File: config.mk
export PLATFORM = sky130hd
export DESIGN_NAME = modo1_avaliador_tempo
export DESIGN_NICKNAME = d
export VERILOG_FILES = /design/src/rtl/modo1_avaliador_tempo.sv
export SDC_FILE = /design/constraint.sdc
export NUM_CORES = 1
export LEC_CHECK = 0
export CAP_MARGIN = 10
export CORE_ASPECT_RATIO = 0.9
export CORE_UTILIZATION = 50
export DETAILED_ROUTE_END_ITERATION = 16
export PLACE_DENSITY = 0.73
export SYNTH_ARGS = -nofsm -noshare
export SYNTH_HDL_FRONTEND = slang
export SYNTH_SLANG_ARGS = --single-unit
File: constraint.sdc
create_clock -name clock -period 3 [get_ports clock]
set_clock_uncertainty 0.15 [all_clocks]
set_input_delay 0.45 -clock clock [delete_from_list [all_inputs] [get_ports clock]]
set_output_delay 0.45 -clock clock [all_outputs]
set_load 0.01 [all_outputs]
File: src/rtl/modo1_avaliador_tempo.sv
// modo1_avaliador_tempo: metronome unit divider plus held-note duration evaluator.
// Counts sixteenth-note units at the selected BPM and grades each released note against the expected length.
module modo1_avaliador_tempo #(
   parameter int DIV0 = 12500000,
   parameter int DIV1 = 8333333,
   parameter int DIV2 = 6250000,
   parameter int DIV3 = 5000000,
   parameter int TOL  = 1
) (
   input  logic       clock,
   input  logic       reset,
   input  logic       registra_bpm,
   input  logic [1:0] bpm_sel,
   input  logic       zeraMetro,
   input  logic       contaMetro,
   input  logic [3:0] duracao_esperada,
   input  logic       nota_feita,
   output logic       pulso_unidade,
   output logic       tempo_correto_baixo,
   output logic       tempo_correto,
   output logic       avaliado,
   output logic [3:0] unidades,
   output logic [1:0] db_estado
);
   localparam logic [1:0] OCIOSO = 2'd0, MEDINDO = 2'd1, AVALIADO = 2'd2;
   logic [1:0] bpm, estado, proximo;
   logic [23:0] contador, div;
   logic nota_d, subida, descida, fim;
   logic signed [4:0] diff;
   logic [4:0] mag;
   always_comb begin
      div = bpm == 2'd0 ? 24'(DIV0) : bpm == 2'd1 ? 24'(DIV1) : bpm == 2'd2 ? 24'(DIV2) : 24'(DIV3);
      // >= rather than == so a switch to a faster BPM never overshoots the wrap point
      fim = contador >= div - 24'd1;
      pulso_unidade = contaMetro & ~zeraMetro & fim;
      tempo_correto_baixo = contaMetro & (unidades >= duracao_esperada);
      subida = nota_feita & ~nota_d;
      descida = ~nota_feita & nota_d;
      diff = signed'({1'b0, unidades}) - signed'({1'b0, duracao_esperada});
      mag = diff[4] ? 5'(-diff) : 5'(diff);
      proximo = estado == OCIOSO   ? (subida ? MEDINDO : OCIOSO) :
                estado == MEDINDO  ? (descida ? AVALIADO : MEDINDO) :
                estado == AVALIADO ? (subida ? MEDINDO : AVALIADO) : OCIOSO;
      db_estado = estado;
   end
   always_ff @(posedge clock or posedge reset)
      if (reset) begin
         bpm <= 2'd0;
         contador <= 24'd0;
         unidades <= 4'd0;
      end else begin
         if (registra_bpm) bpm <= bpm_sel;
         if (zeraMetro) begin
            contador <= 24'd0;
            unidades <= 4'd0;
         end else if (contaMetro) begin
            contador <= fim ? 24'd0 : contador + 24'd1;
            if (fim && unidades != 4'd15) unidades <= unidades + 4'd1;
         end
      end
   always_ff @(posedge clock or posedge reset)
      if (reset) begin
         nota_d <= 1'b0;
         estado <= OCIOSO;
         tempo_correto <= 1'b0;
         avaliado <= 1'b0;
      end else begin
         nota_d <= nota_feita;
         estado <= proximo;
         avaliado <= estado == MEDINDO && descida;
         if (estado == MEDINDO && descida) tempo_correto <= mag <= 5'(TOL);
      end
endmodule

Yosys cells after proc, flatten, opt, wreduce, memory -nomap -nowiden
Index checks and enable logic that the tools add are counted.
Operators by class
  bitwise operators: 8
  $add $sub $neg: 5
  magnitude comparators: 3
  mux-type cells: 16
  reductions and logical operators: 7
  equality and inequality tests: 5
Operator list (number)
  2-to-1 mux 24 bit: 4
  adder 24 x 1 -> 24 bit, second input constant: 1
  >= comparator 24 bit: 1
  subtractor 24 x 1 -> 24 bit, second input constant: 1
  2-to-1 mux 22 bit: 1
  2-to-1 mux 21 bit: 1
  2-to-1 mux 4 bit: 3
  2-to-1 mux 2 bit: 5
  AND 1 bit: 5
  less-or-equal comparator 5 x 1 -> 1 bit, second input constant: 1
  2-to-1 mux 5 bit: 1
  negation 5 bit: 1
  subtractor 4 x 4 -> 5 bit: 1
  adder 4 x 1 -> 4 bit, second input constant: 1
  equality test 2 x 1 -> 1 bit, second input constant: 2
  equality test 2 bit, second input constant: 2
  >= comparator 4 bit: 1
  logical NOT 2 bit: 2
  != test 4 bit, second input constant: 1
  nonzero test 2 bit: 2
  NOT 1 bit: 3
  logical AND 1 bit: 2
  AND reduction 2 bit: 1
  2-to-1 mux 1 bit: 1
Word-level totals
  output and inout port bits: 10
  word-level logic and storage cells: 51
  input port bits: 12
  bits in registers: 35

Longest topological paths before layout
Gate-level depths: netlist of run 1.
  word-level depth: 10
  gate-level depth with buffers: 14
  depth with buffers taken out: 12

Least setup slack after synthesis of run 1
Ideal clock, no wire load.
  path type: reg-to-output
  from: reg bpm[0]
  to: out pulso_unidade
  cell stages (with the launch flop): 14
  arrival: 2.654 ns
  setup slack: -0.254 ns
  data required time: 2.400 ns
  path buffers: 2
  path through: dfrtp_1 > inv_1 > ha_1 > inv_1 > nand2_1 > inv_1 > ha_1 > nand4_1 > or4_4 > o311ai_4 > buf_6 > buf_6 > nand2_1 > nor2_1
Between the ends
  word-level cells in the longest chain between the ends: 7
  elaborated cells on any way between the ends: 9
  those cells by class: add/sub (1); order compare (1); eq/ne (2); mux (3); bitwise (1); reduce/logical (1)
RTL lines
  start, declared: line 26  | logic [1:0] bpm, estado, proximo;
  start signal, assigned: line 52  | if (registra_bpm) bpm <= bpm_sel;
  equality test 2 bit: line 32  | div = bpm == 2'd0 ? 24'(DIV0) : bpm == 2'd1 ? 24'(DIV1) : bpm == 2'd2 ? 24'(DIV2) : 24'(DIV3);
  2-to-1 mux 21 bit: line 32
  2-to-1 mux 22 bit: line 32
  2-to-1 mux 24 bit (*): line 32
  subtractor 24 x 1 -> 24 bit (*): line 34  | fim = contador >= div - 24'd1;
  >= comparator 24 bit (*): line 34
  AND 1 bit (*): line 35  | pulso_unidade = contaMetro & ~zeraMetro & fim;
  end, declared: line 18  | output logic pulso_unidade,
Mark *: on every way between the ends. The rest lies on a longest branch, timed or not.

Final worst setup path of run 1
Ends and elaborated chain as after synthesis.

==> qor.csv, run 1 <==
metric,value,unit
Critical Path Source,bpm[0],
simple-gate area share of the yosys netlist,23.7,%
WL/cell,19.3,µm
detailed-placement wirelength estimate,4530,µm
ratio of cells with drive above 1 in the final layout,29.4,%
Critical Path Fanout Max,4,
status,"finished, violations left",
count of state elements after synthesis,35,
clk_lat worst skew,310,ps
Synth Flop Type,dfrtp_1,
"commonest non-fill, non-tap cell in the layout",dfrtp_1,
Synth Area in Compound Gates,20.8,%
setup TNS,-2240,ps
Via Count,2616,
final hold violations,0,
ANT nets after route,0,
fill count,330,
largest family of logic cells by synthesized area,simple AND/OR/NAND/NOR gates,
pin count of the biggest net entering global routing,32,
Max Transition Viols Final,0,
IO Count,22,
Setup Viol. Count Final,28,
synthesized instance count,293,
DIE AREA,0.00569,mm²
Worst Setup Path Type,reg -> out,
Root Driver,clkbuf_8,
synth unique cells,53,
Worst R2R Start,bpm[0],
max_slew headroom,54.5,%
chip height,71.7,µm
Total Power,1.24,mW
gpl congestion,0.827,
diode count,0,
yosys synthesis warning count,0,
die width,79.4,µm
Synth Cell Area,0.00270,mm²
vias in the first global route,2464,
IO buf count,21,
worst endpoint data arrival time,2590,ps
drt pass-1 iters,4,
clock-pin slew on the worst setup and hold paths,80,ps
Total GRT Usage,26.6,%
Finished Cell Area,0.00376,mm²
asr flop ratio synth,100,%
final period utilization,106,%
1st-iter DRT viols,149,
Num CTS Buffers,5,
Post-Synth Adder-Cell Area,15.1,%
post-synthesis xor/xnor area fraction,0.974,%
Final Critical Period,3190,ps
final worst slack,-189,ps
max capacitance violation total,0,
sequential share of the synthesized area,32.5,%
DR DRC count,0,
first-pass GRT wire length,11700,µm
most frequent cells in the layout,"dfrtp_1, buf_4, ha_1",
Reg-to-Reg End,unidades[0],
clock tree buffer depth,2,
failing checks,negative setup slack,
Max IR drop VDD,280,µV
Tightest Pin Transition,677,ps
Hold WC Path Type,in -> async,
fin util,75.0,%
Worst EP required,2400,ps
CTS tree,yes,
unrepaired setup endpoints after global routing,yes,
flop-to-flop setup slack,-180,ps
CP Launch Type,register,
Lkg Pwr,1.69,nW
Worst setup EP type,output pin,
Layout Nets,397,
Area after DPL,0.00317,mm²
mux cell area share after synthesis,1.21,%
Num Clock Sinks,35,
initial antenna violation count,0,
"EDFF count, synth",0,
Core Rows,24,
total grt overflow,0,
Mapped Avg Cell Area,9.20,µm²
PwrDens,330,mW/mm²
core box area,0.00501,mm²
Initial Utilization,53.8,%
P&R area growth vs syn,39.5,%
FMAX,314,MHz
H-tree depth,2,
Mapped Nets,337,
Routed Wire Length,8090,µm
vias per cell,6.24,
Worst Reg-to-Reg Cells,14,
-- where the power goes --
group	leakage [nW]	switching [mW]	total, mW	internal, mW
clock	0.0515	0.192	0.402	0.210
sequential	0.475	0.0275	0.529	0.502
combinational	1.16	0.155	0.308	0.153
total	1.69	0.375	1.24	0.865
-- sequential cells by signal, indices dropped and copies added, names as in the netlist --
| signal | flops |
|---|---|
| avaliado | 1 |
| bpm | 2 |
| contador | 24 |
| db_estado | 2 |
| nota_d | 1 |
| tempo_correto | 1 |
| unidades | 4 |
-- how the worst max path moves through the flow --
| stage | end | slack [ps] | cells after the start |
|---|---|---|---|
| global placement | pulso_unidade | -320 | 11 |
| finish | pulso_unidade | -190 | 12 |
| CTS | pulso_unidade | -220 | 12 |
| floorplan | pulso_unidade | 6 | 14 |
| detailed placement | contador[22] | -370 | 12 |
| global route | pulso_unidade | -300 | 12 |
-- worst max-delay path, stage by stage (launching register included) --
cell      delay (ps)
dfrtp_2          450
inv_2             90
ha_4             140
inv_4             50
nand2_4           70
inv_4             50
ha_4             250
nand4_1           70
or4_4            520
o311ai_4         310
nand2_4           90
nor2_4            90
buf_6            110
-- cell usage after synthesis (all sizes together), types with 5 or more instances --
cell,instances,area (µm²)
o21a,7,52.6
clkbuf,6,22.5
a22o,6,52.6
a221o,6,60.1
a21oi,11,55.1
nor2,17,63.8
nor4,5,43.8
a21o,7,52.6
ha,31,388
inv,18,67.6
nand4,5,31.3
o31ai,7,52.6
and2,6,37.5
nand2b,5,31.3
nor2b,6,37.5
buf,6,58.8
nor3,14,70.1
o21ai,11,55.1
nand3,11,60.1
o311ai,7,78.8
and3,7,43.8
nand2,21,81.3
dfrtp,35,876
-- kinds of logic (layout without fill, tap and decap cells) --
kind of cell / count (synthesis) / count (layout)
multiplexers: 3 / 3
other: 1 / 1
AO/OA/AOI/OAI: 75 / 75
adder cells (fa/ha/maj): 32 / 32
flip-flops: 35 / 35
AND/OR/NAND/NOR: 114 / 115
buffers and inverters: 30 / 90
XOR/XNOR: 3 / 3
-- through the flow --
step / setup WS (ps) / std cells / hold slack [ps]
6_report: -189 / 419 / 301
5_1_grt: -297 / 419 / 322
4_1_cts: -219 / 409 / 317
3_5_place_dp: -375 / 394 / 366
3_3_place_gp: -321 / 394 / 357
2_1_floorplan: 5.99 / 293 / 330
-- final cells by class --
class	count	area (µm²)	share of cell area [%]
Inverter	18	72.6	1.93
Multi-Input combinational cell	229	1980	52.6
Sequential cell	35	877	23.3
Clock buffer	8	100	2.66
Tap cell	65	81.3	2.16
Timing Repair Buffer	64	653	17.4
-- layer usage --
layer	vias up	share of wire [%]	track usage, %
met1	1303	44	36.1
met2	81	49	42.0
met5	-	0	0
li1	1217	-	-
met3	15	4.8	4.84
met4	0	2.0	10.7
-- what timing repair did --
action                     4_1_cts  5_1_grt
gates resized for setup         27       43
hold buffers                     0        0
setup endpoints to repair       24       28
setup buffers                    6        7
gates cloned                     1        4
pin swaps                        5       19
No activity file was read; power rests on OpenSTA's default activity.
==> run 2, diff against run 1 <==
--- a/config.mk
+++ b/config.mk
@@ -7,9 +7,9 @@
 export LEC_CHECK = 0
 export CAP_MARGIN = 10
 export CORE_ASPECT_RATIO = 0.9
-export CORE_UTILIZATION = 50
+export CORE_UTILIZATION = 53
 export DETAILED_ROUTE_END_ITERATION = 16
-export PLACE_DENSITY = 0.73
+export PLACE_DENSITY = 0.77
 export SYNTH_ARGS = -nofsm -noshare
 export SYNTH_HDL_FRONTEND = slang
 export SYNTH_SLANG_ARGS = --single-unit
==> run 2 against run 1 <==
The run still ends with negative setup slack left. Worst setup slack better by 20 ps. Sequential share of layout area is 1.9 points higher. Cell area is 7.4% lower. Combinational power is 6.8% lower. Power increased by 1.8%. Register-to-register slack improved by 80 ps. Flip-flop and latch count stayed put. Hold slack lost 84 ps. Die area shrank 5.5%. First-iteration DRC count fell by 6.7%. Core utilization is 3.4 points lower. Clock power increased by 11%. Critical endpoint unchanged. Largest power group unchanged.
==> qor.csv, run 2 (synthesis gave the netlist of run 1 again) <==
metric,value,unit,change
core box area,0.00486,mm²,was 0.00501 mm²
IO buf count,21,,unchanged
Max IR drop VDD,268,µV,was 280 µV
P&R area growth vs syn,29.2,%,was 39.5%
Hold WC Path Type,in -> async,,unchanged
failing checks,negative setup slack,,unchanged
Initial Utilization,55.4,%,was 53.8%
crit-path leading delay family,simple AND/OR/NAND/NOR gates,,unchanged
FMAX,316,MHz,was 314 MHz
chip height,69.7,µm,was 71.7 µm
Via Count,2460,,was 2616
Final Critical Period,3170,ps,was 3190 ps
most frequent cells in the layout,"dfrtp_1, buf_4, ha_1",,unchanged
H-tree depth,2,,unchanged
die width,77.2,µm,was 79.4 µm
status,"finished, violations left",,unchanged
DIE AREA,0.00538,mm²,was 0.00569 mm²
total grt overflow,0,,unchanged
WL/cell,16.0,µm,was 19.3 µm
Worst Setup Path Type,reg -> out,,unchanged
Total GRT Usage,26.5,%,was 26.6%
cell breakdown of the critical path,"inv_2, ha_4, inv_4, nand2_4, inv_4, ha_4, nand4_1, or4_4, o311ai_4, nand2_4, nor2_4, buf_6",,unchanged
initial antenna violation count,0,,unchanged
worst endpoint data arrival time,2570,ps,was 2590 ps
1st-iter DRT viols,139,,was 149
Routed Wire Length,6550,µm,was 8090 µm
PwrDens,362,mW/mm²,was 330 mW/mm²
Setup Viol. Count Final,9,,was 28
clock tree buffer depth,2,,unchanged
CTS tree,yes,,unchanged
Core Rows,24,,unchanged
footprint of the multi-input gates,0.00182,mm²,was 0.00198 mm²
gpl congestion,0.881,,was 0.827
WP buf/inv,4,,unchanged
pin count of the biggest net entering global routing,32,,unchanged
Worst setup EP type,output pin,,unchanged
vias in the first global route,2396,,was 2464
Lkg Pwr,1.63,nW,was 1.69 nW
IO Count,22,,unchanged
max_slew headroom,62.7,%,was 54.5%
unrepaired setup endpoints after global routing,yes,,unchanged
final hold violations,0,,unchanged
Crit-path slowest cell,or4_4,,unchanged
fill count,366,,was 330
ANT nets after route,0,,unchanged
Total Power,1.26,mW,was 1.24 mW
Tightest Pin Transition,554,ps,was 677 ps
final worst slack,-169,ps,was -189 ps
Worst EP required,2400,ps,about the same
Max Transition Viols Final,0,,unchanged
detailed-placement wirelength estimate,4590,µm,was 4530 µm
max capacitance violation total,0,,unchanged
"commonest non-fill, non-tap cell in the layout",dfrtp_1,,unchanged
max incr delay on CP,520,ps,about the same
CP Depth,12,,unchanged
diode count,0,,unchanged
Num CTS Buffers,5,,unchanged
clock-pin slew on the worst setup and hold paths,70,ps,was 80 ps
clk_lat worst skew,290,ps,was 310 ps
Layout Nets,387,,was 397
Critical Path Fanout Max,4,,unchanged
max FFs per register,24,,unchanged
final period utilization,106,%,about the same
Top Registers,"contador: 24 flops, unidades: 4 flops",,unchanged
minimum hold slack,217,ps,was 301 ps
most flop-heavy register,contador,,unchanged
CP Launch Type,register,,unchanged
first-pass GRT wire length,11200,µm,was 11700 µm
Root Driver,clkbuf_8,,unchanged
DP Worst Slack,-363,ps,was -375 ps
fin util,71.6,%,was 75.0%
Num Clock Sinks,35,,unchanged
DR DRC count,0,,unchanged
vias per cell,6.01,,was 6.24
drt pass-1 iters,4,,unchanged
Worst Reg-to-Reg Cells,13,,was 14
register area,877,µm²,unchanged
ratio of cells with drive above 1 in the final layout,22.7,%,was 29.4%
==> run 2: timing repair <==
item,in CTS,in global routing
resized for setup,26,11
buffers inserted,6,0
hold buffers,0,0
gates cloned,1,0
setup endpoints to repair,24,26
hold endpoints to repair,0,0
pin swaps,4,3
==> run 2: worst paths after layout <==
check	startpoint	end	slack, ps
hold / removal	reset	contador[20]	220
min in group clock	contador[23]	contador[23]	380
hold reg to reg	contador[23]	contador[23]	380
setup / recovery	bpm[0]	pulso_unidade	-170
max in group asynchronous	reset	bpm[0]	1800
setup reg to reg	bpm[0]	unidades[0]	-100
==> run 2: routing by layer <==
metal	vias up	part of all wire (%)	track usage [%]
li1	1206	-	-
met1	1183	44	35.0
met2	59	49	43.0
met3	12	5.5	4.47
met4	0	1.8	10.7
met5	-	0	0
==> run 2: worst reg2reg max path, stage by stage, from the launching register on <==
cell      delay (ps)
dfrtp_2          450
inv_2             90
ha_4             140
inv_4             50
nand2_4           60
inv_4             50
ha_4             250
nand4_1           70
or4_4            520
o311ai_4         320
buf_4            220
buf_12           130
and3_1           180
mux2_1           320
==> run 2: report_power, final <==
group	switching [mW]	internal, mW	total [mW]
sequential	0.0278	0.502	0.530
clock	0.176	0.269	0.445
combinational	0.143	0.145	0.287
==> run 2: layout make-up <==
type / instances / area share [%]
Inverter: 18 / 2.16
Clock inverter: 2 / 1.01
Tap cell: 65 / 2.33
Clock buffer: 6 / 2.37
Timing Repair Buffer: 55 / 14.8
Multi-Input combinational cell: 228 / 52.1
Sequential cell: 35 / 25.2
==> run 2: stage by stage <==
stage | std cells | setup TNS, ps | cell area (µm²)
2_1_floorplan | 293 | 0 | 2760
3_3_place_gp | 394 | -3490 | 3170
3_5_place_dp | 394 | -4510 | 3170
4_1_cts | 409 | -556 | 3440
5_1_grt | 409 | -1780 | 3480
6_report | 409 | -484 | 3480
==> run 3, diff against run 2 <==
--- a/config.mk
+++ b/config.mk
@@ -7,9 +7,9 @@
 export LEC_CHECK = 0
 export CAP_MARGIN = 10
 export CORE_ASPECT_RATIO = 0.9
-export CORE_UTILIZATION = 53
+export CORE_UTILIZATION = 55
 export DETAILED_ROUTE_END_ITERATION = 16
-export PLACE_DENSITY = 0.77
+export PLACE_DENSITY = 0.76
 export SYNTH_ARGS = -nofsm -noshare
 export SYNTH_HDL_FRONTEND = slang
 export SYNTH_SLANG_ARGS = --single-unit
==> constraint.sdc (replaced) <==
create_clock -name clock -period 2.93 [get_ports clock]
set_clock_uncertainty 0.15 [all_clocks]
set_input_delay 0.4395 -clock clock [delete_from_list [all_inputs] [get_ports clock]]
set_output_delay 0.4395 -clock clock [all_outputs]
set_load 0.01 [all_outputs]
==> run 3 against run 2 <==
The run still ends with negative setup slack left. Largest power group unchanged. Global-route usage increased by 5.5 points. Count of clock-buffer cells in the layout is 1 higher. Largest cell class unchanged. Flip-flop and latch count unchanged. Combinational power grew 10%. Critical endpoint unchanged. Routed wire length up 19%.
==> qor.csv, run 3 (synthesis gave the netlist of run 1 again) <==
metric,value,unit,change
status,"finished, violations left",,unchanged
failing checks,negative setup slack,,unchanged
Worst setup EP type,output pin,,unchanged
Via Count,2606,,was 2460
Top Registers,"contador: 24 flops, unidades: 4 flops",,unchanged
max_slew headroom,54.5,%,was 62.7%
DIE AREA,0.00519,mm²,was 0.00538 mm²
pin count of the biggest net entering global routing,32,,unchanged
CP Depth,12,,unchanged
IO Count,22,,unchanged
final period utilization,112,%,
"commonest non-fill, non-tap cell in the layout",dfrtp_1,,unchanged
ANT nets after route,0,,unchanged
H-tree depth,2,,unchanged
clk_lat worst skew,290,ps,about the same
Critical Path Fanout Max,4,,unchanged
max capacitance violation total,0,,unchanged
Worst EP required,2340,ps,was 2400 ps
CTS tree,yes,,unchanged
diode count,0,,unchanged
DP Worst Slack,-451,ps,was -363 ps
Crit-path slowest cell,or4_4,,unchanged
Worst Setup Path Type,reg -> out,,unchanged
initial antenna violation count,0,,unchanged
Setup Viol. Count Final,28,,was 9
Core Rows,23,,was 24
unrepaired setup endpoints after global routing,yes,,unchanged
detailed-placement wirelength estimate,4690,µm,was 4590 µm
P&R area growth vs syn,36.2,%,was 29.2%
DR DRC count,0,,unchanged
drt pass-1 iters,5,,was 4
Total GRT Usage,32.1,%,was 26.5%
setup TNS,-6450,ps,was -484 ps
WP buf/inv,4,,unchanged
CP Launch Type,register,,unchanged
core box area,0.00458,mm²,was 0.00486 mm²
PwrDens,327,mW/mm²,was 362 mW/mm²
cts hold-fix bufs,0,,unchanged
total grt overflow,0,,unchanged
Max Transition Viols Final,0,,unchanged
Num CTS Buffers,5,,unchanged
max FFs per register,24,,unchanged
Layout Nets,397,,was 387
chip height,68.4,µm,was 69.7 µm
1st-iter DRT viols,165,,was 139
cell breakdown of the critical path,"inv_2, ha_4, inv_4, nand2_4, inv_4, ha_4, nand4_1, or4_4, o311ai_4, nand2_4, nor2_4, buf_6",,unchanged
Tightest Pin Transition,677,ps,was 554 ps
clock tree buffer depth,2,,unchanged
final worst slack,-348,ps,was -169 ps
vias in the first global route,2533,,was 2396
Initial Utilization,58.9,%,was 55.4%
gpl congestion,0.857,,was 0.881
ratio of cells with drive above 1 in the final layout,26.8,%,was 22.7%
Hold WC Path Type,in -> async,,unchanged
Num Clock Sinks,35,,unchanged
Inst Count DP,394,,unchanged
worst endpoint data arrival time,2690,ps,was 2570 ps
Finished Layout Cells,416,,was 409
Final Critical Period,3280,ps,
FMAX,305,MHz,
die width,75.8,µm,was 77.2 µm
most frequent cells in the layout,"dfrtp_1, buf_4, ha_1",,unchanged
clock-pin slew on the worst setup and hold paths,70,ps,about the same
most flop-heavy register,contador,,unchanged
max incr delay on CP,570,ps,was 520 ps
vias per cell,6.26,,was 6.01
IO buf count,21,,unchanged
flop-to-flop setup slack,-310,ps,was -100 ps
Routed Wire Length,7770,µm,was 6550 µm
WL/cell,18.7,µm,was 16.0 µm
first-pass GRT wire length,12100,µm,was 11200 µm
Lkg Pwr,1.68,nW,was 1.63 nW
Worst Reg-to-Reg Cells,13,,unchanged
final hold violations,0,,unchanged
Root Driver,clkbuf_8,,unchanged
Max IR drop VDD,254,µV,was 268 µV
crit-path leading delay family,simple AND/OR/NAND/NOR gates,,unchanged
-- run 3: cell types whose count changed in the layout (fill, tap and decap cells not counted), sizes merged --
cell | previous run | this run
clkbuf | 6 | 7
nor2 | 17 | 18
buf | 35 | 44
bufinv | 1 | 0
-- run 3: layout make-up --
class                   count  area (µm²)
repair buffers             64         648
multi-input cells         229        1920
well taps                  62        77.6
clock buffers               7        76.3
inverters                  18        72.6
clock inverters             1        5.00
fillers                   275         903
flip-flops and latches     35         877
-- run 3: what timing repair did --
| item | 4_1_cts | 5_1_grt |
|---|---|---|
| gates resized for setup | 45 | 12 |
| setup endpoints to repair | 22 | 30 |
| buffers inserted | 10 | 1 |
| pin swaps | 15 | 6 |
| cloned | 4 | 0 |
-- run 3: layer usage --
layer,part of all wire (%),GRT usage (%),vias to the layer above
met5,0,0,-
met4,2.5,14.4,0
met3,6.6,6.33,21
met2,50,54.1,119
met1,40,39.4,1249
li1,-,-,1217
-- run 3: worst reg2reg max path, cell delays in order, from the launching register on --
cell,delay (ps)
dfrtp_2,450
inv_2,100
ha_4,150
inv_4,50
nand2_4,60
inv_4,50
ha_4,260
nand4_1,90
or4_4,570
o311ai_4,350
buf_4,220
buf_8,140
and3_4,200
mux2_4,290
-- run 3: path summary, 6_finish.rpt --
kind                       startpoint            end
hold / removal                  reset   db_estado[1]
setup reg to reg               bpm[0]    unidades[0]
setup / recovery               bpm[0]  pulso_unidade
hold reg to reg                nota_d   db_estado[0]
max in group asynchronous       reset         bpm[0]
min in group clock             nota_d   db_estado[0]
-- run 3: where the power goes --
| part | switching [mW] | internal, mW | total [mW] |
|---|---|---|---|
| Sequential | 0.0278 | 0.514 | 0.542 |
| Combinational | 0.158 | 0.158 | 0.316 |
| Clock | 0.176 | 0.167 | 0.342 |
| Total | 0.361 | 0.839 | 1.20 |
-- run 3: per-stage QoR --
| step | hold slack, ps | total power, mW | util (%) | area, µm² |
|---|---|---|---|---|
| 4_1_cts | 208 | 1.19 | 79.1 | 3620 |
| 3_5_place_dp | 385 | 0.825 | 69.7 | 3190 |
| 5_1_grt | 244 | 1.26 | 80.3 | 3670 |
| 2_1_floorplan | 321 | 0.704 | - | 2760 |
| 6_report | 204 | 1.20 | 80.3 | 3670 |
| 3_3_place_gp | 370 | 0.812 | 69.7 | 3190 |
